### src/rtl/cosine_ctrl.sv
// Moore FSM sequencing the Q8.8 Taylor-series cosine datapath (two multiplies per term, compare, accumulate).
// Optional abort input is compiled in when COS_CTRL_ABORT_EN is defined.
module cosine_ctrl #(
  parameter int MAX_TERMS = 5
) (
  input  logic clk,
  input  logic rst,
  input  logic start,
  input  logic neg_flag,
`ifdef COS_CTRL_ABORT_EN
  input  logic abort,
`endif
  output logic busy,
  output logic init_0,
  output logic ld_x,
  output logic ld_y,
  output logic i_ans,
  output logic i_temp,
  output logic idff,
  output logic x_en,
  output logic rom_en,
  output logic ld_temp,
  output logic cnt_en,
  output logic ff_en,
  output logic y_en,
  output logic ans_en,
  output logic ld_ans,
  output logic ans_ready
);

  typedef enum logic [3:0] {
    IDLE,
    LOAD,
    MX1,
    MR1,
    MX2,
    MR2,
    CHECK,
    ACCUM,
    DONE
  } state_t;

  // MAX_TERMS is limited to 1..6 by the 1/k ROM depth, so three bits never wrap.
  localparam logic [2:0] LAST_TERM = 3'(MAX_TERMS);

  state_t     state;
  state_t     state_nxt;
  logic [2:0] term_cnt;

  always_ff @(posedge clk or posedge rst) begin
    if (rst) begin
      state    <= IDLE;
      term_cnt <= '0;
    end else begin
      state <= state_nxt;
      if (state == LOAD) begin
        term_cnt <= '0;
      end else if (state == MR2) begin
        term_cnt <= term_cnt + 3'd1;
      end
    end
  end

  always_comb begin
    state_nxt = state;
    busy      = (state != IDLE);
    init_0    = 1'b0;
    ld_x      = 1'b0;
    ld_y      = 1'b0;
    i_ans     = 1'b0;
    i_temp    = 1'b0;
    idff      = 1'b0;
    x_en      = 1'b0;
    rom_en    = 1'b0;
    ld_temp   = 1'b0;
    cnt_en    = 1'b0;
    ff_en     = 1'b0;
    y_en      = 1'b0;
    ans_en    = 1'b0;
    ld_ans    = 1'b0;
    ans_ready = 1'b0;
    case (state)
      IDLE: begin
        if (start) state_nxt = LOAD;
      end
      LOAD: begin
        init_0    = 1'b1;
        ld_x      = 1'b1;
        ld_y      = 1'b1;
        i_ans     = 1'b1;
        i_temp    = 1'b1;
        idff      = 1'b1;
        state_nxt = MX1;
      end
      // The sign FF toggles once per term, so the first term subtracts.
      MX1: begin
        x_en      = 1'b1;
        ld_temp   = 1'b1;
        ff_en     = 1'b1;
        state_nxt = MR1;
      end
      MR1: begin
        rom_en    = 1'b1;
        ld_temp   = 1'b1;
        cnt_en    = 1'b1;
        state_nxt = MX2;
      end
      MX2: begin
        x_en      = 1'b1;
        ld_temp   = 1'b1;
        state_nxt = MR2;
      end
      MR2: begin
        rom_en    = 1'b1;
        ld_temp   = 1'b1;
        cnt_en    = 1'b1;
        state_nxt = CHECK;
      end
      CHECK: begin
        y_en      = 1'b1;
        state_nxt = neg_flag ? DONE : ACCUM;
      end
      ACCUM: begin
        ans_en    = 1'b1;
        ld_ans    = 1'b1;
        state_nxt = (term_cnt == LAST_TERM) ? DONE : MX1;
      end
      DONE: begin
        ans_ready = 1'b1;
        state_nxt = IDLE;
      end
      default: state_nxt = IDLE;
    endcase
`ifdef COS_CTRL_ABORT_EN
    // Abort overrides every transition, including DONE, so no ans_ready follows it.
    if (abort && (state != IDLE)) state_nxt = IDLE;
`endif
  end

endmodule

### config.mk
export PLATFORM = sky130hd
export DESIGN_NAME = cosine_ctrl
export DESIGN_NICKNAME = d
export VERILOG_FILES = /design/src/rtl/cosine_ctrl.sv
export SDC_FILE = /design/constraint.sdc
export NUM_CORES = 1
export LEC_CHECK = 0
export ABC_AREA = 0
export CAP_MARGIN = 20
export CORE_AREA = 2 2 39 41
export CTS_CLUSTER_DIAMETER = 60
export DETAILED_ROUTE_END_ITERATION = 10
export DIE_AREA = 0 0 41 43
export PLACE_DENSITY_LB_ADDON = 0.15
export REMOVE_ABC_BUFFERS = 1
export SYNTH_ARGS = -nofsm -noshare
export SYNTH_HDL_FRONTEND = slang
export SYNTH_SLANG_ARGS = --single-unit
export TNS_END_PERCENT = 1
### constraint.sdc
create_clock -name clk -period 1.8 [get_ports clk]
set_clock_uncertainty 0.2 [all_clocks]
set_input_delay 0.18 -clock clk [delete_from_list [all_inputs] [get_ports clk]]
set_output_delay 0.18 -clock clk [all_outputs]
set_load 0.02 [all_outputs]
==> impl_metrics.ini <==
[detailed_routing]
num_vias = 488
ant_nets = 0
avgViaCountPerCell = 5.03
wirelength_um = 1100
drt_iter0_drc = 14
drc_errors = 0
drt-met1-wl_um = 462
route.met2.wl_um = 511
top_layer_used = met4
wl_per_cell_um = 11.3
dr.pass1.iters = 4
met3WireLength_um = 119

[pwr]
leakagePower_nw = 0.324
power_density_mw_per_mm2 = 1970
power_mw = 1.34
power_frac_clock_pct = 10.8
pwr-share-seq_pct = 22.9
ir_drop_mv = 0.780
intPower_mw = 0.674
comb_power_share_pct = 66.3
power_switching_mw = 0.664
p_sw_share_pct = 49.6

[floorplan]
io_pins = 20
core_mm2 = 0.00138
start_util_pct = 36.2
fp.dieH_um = 43
die_area_mm2 = 0.00176
die_w_um = 41
rows = 14

[placed_design]
port_buffers = 19
place_congestion = 0.730
dp_hpwl_um = 805

[timing]
max-slew-margin-rel_pct = 81.6
finalHoldViolCount = 0
slew_viol_final = 0
period_minus_slack_ps = 1760
post-route-period-util_pct = 97.7
setup_viol = 0
max_freq_mhz = 569
rsz0062_at_grt = true
worst_slew_pin_slew_ps = 276

[synthesis]
synth_warnings = 0
syn_area_um2 = 500
yosys-top-cells-area = dfrtp_1 35%, buf_4 12%, nand2_1 6.0%, ha_1 5.0%, nor4b_1 3.5%
synthCells = 60
synth_cell_types = 24
synth.avg_cell_area_um2 = 8.34
synth_top_cell_area_share_pct = 35.0
yosysSeqAreaShare_pct = 35.0
synth.largest_area_cell = dfrtp_1
synth-seq-cells = 7

[worst_setup_path]
worst-path-stages = 2
worstPathCellList = nor4b_1 -> dlygate4sd2_1
crit_path_end_kind = primary output
path_max_fanout = 7
crit_path_max_incr_delay_ps = 440
slowest_stage = dfrtp_2
path_buf_inv = 1
crit_family = flip-flops
reg2reg_depth = 4
cp-start-kind = flip-flop
crit_required_ps = 1420
worstPathArrival_ps = 1380
crit_type = flip-flop to primary output

[min_path]
hp-class = flip-flop to flip-flop
whs_path_depth = 1

[cells_and_area]
nets = 88
diodes = 0
drive_gt1_share_pct = 33.3
fin_util_pct = 49.0
syn_to_final_growth_pct = 35.5
mostFrequentLayoutCell = clkbuf_2
most-common-layout-cells = 10 x clkbuf_2, 8 x nand2_1, 8 x buf_4, 5 x dfrtp_1

[global_routing]
grt_max_degree = 11
grt_first_pass_wirelength_um = 1860
grt_usage_pct = 15.9
grt-ovfl-total = 0
antenna_found_initial = 0
grt_pass1_vias = 434

[job]
max_cap_viol_count = 0

[clock_tree]
clock_sinks = 7
cts_tree = done
htree_num_levels = 1
cts_buffers = 3
cts_buffer_depth = 2
clk_pin_slew_ps = 60
root_buffer = clkbuf_4
clkLatencyLatePin_ps = 260

[outcome]
status = finished, final reports clean
## power by group through the flow
stage | combinational, mW | clock (mW) | sequential (mW)
global route | 0.987 | 0.155 | 0.328
global placement | 1.03 | 0 | 0.302
floorplan | 0.491 | 0 | 0.329
CTS | 0.912 | 0.150 | 0.305
detailed placement | 1.03 | 0 | 0.305
finish | 0.887 | 0.145 | 0.306
## routing by layer
| metal | global-route usage (%) | up-vias |
|---|---|---|
| li1 | - | 238 |
| met1 | 21.3 | 218 |
| met2 | 23.4 | 30 |
| met3 | 1.57 | 2 |
| met4 | 10.0 | 0 |
| met5 | 0 | - |
## sequential cells by signal, indices dropped and copies added (netlist names)
| name | flops |
|---|---|
| term_cnt | 3 |
| state | 4 |
## cell usage after synthesis, drive strengths merged
| cell | instances |
|---|---|
| buf | 10 |
| nand2 | 8 |
| dfrtp | 7 |
| o21ai | 4 |
| a21oi | 3 |
| inv | 3 |
| nor2 | 3 |
| nor3 | 3 |
| ha | 2 |
| nand2b | 2 |
| nand3 | 2 |
| nand3b | 2 |
| nor4b | 2 |
| o31ai | 2 |
| a311oi | 1 |
| clkbuf | 1 |
| nor2b | 1 |
| nor4 | 1 |
| or3b | 1 |
| or4 | 1 |
| xnor2 | 1 |
## per-stage QoR
stage               setup slack (ps)  instance area [µm²]  hold WS (ps)  std cells  TNS (ps)
finish                          41.7                  678           317         97         0
global route                    -108                  678           354         97      -693
CTS                             -111                  712           321         97      -660
detailed placement              -100                  697           237         92      -751
global placement                -115                  697           237         92      -854
floorplan                      -2600                  427          -217         49    -15900
## worst register-to-register path, delay by kind of cell, from the launching register on
| family | cells | cell delay (ps) |
|---|---|---|
| buffers and inverters | 1 | 190 |
| flip-flops | 1 | 460 |
| AND/OR/NAND/NOR | 1 | 410 |
| AO/OA/AOI/OAI | 2 | 250 |
## final timing paths
path                                   from           to  slack, ps
worst min-delay path            term_cnt[2]  term_cnt[2]        320
worst max register to register     state[1]  term_cnt[2]        160
worst min register to register  term_cnt[2]  term_cnt[2]        320
worst max-delay path               state[2]    ans_ready         40
min in group asynchronous               rst     state[3]        510
max in group asynchronous               rst     state[2]        660
## final cells by class
| class | instances | area (µm²) |
|---|---|---|
| fillers | 138 | 706 |
| multi-input cells | 39 | 240 |
| repair buffers | 28 | 201 |
| flip-flops and latches | 7 | 178 |
| clock buffers | 3 | 22.5 |
| well taps | 16 | 20.0 |
| inverters | 3 | 11.3 |
| clock inverters | 1 | 5.00 |
## timing repair
item | in CTS | in global routing
pin swaps | 0 | 0
endpoints found under the setup margin | 16 | 15
buffers inserted | 0 | 0
hold endpoints to repair | 7 | 0
hold buffers | 1 | 0
resized for setup | 24 | 22
## cells by family after synthesis
group	Yosys count	share of synthesized area [%]
simple gates	26	28.5
buf+inv	14	17.0
compound gates	10	12.7
flops	7	35.0
fa+ha+maj	2	5.00
xor+xnor	1	1.75
Power figures use the tool's default switching activity.
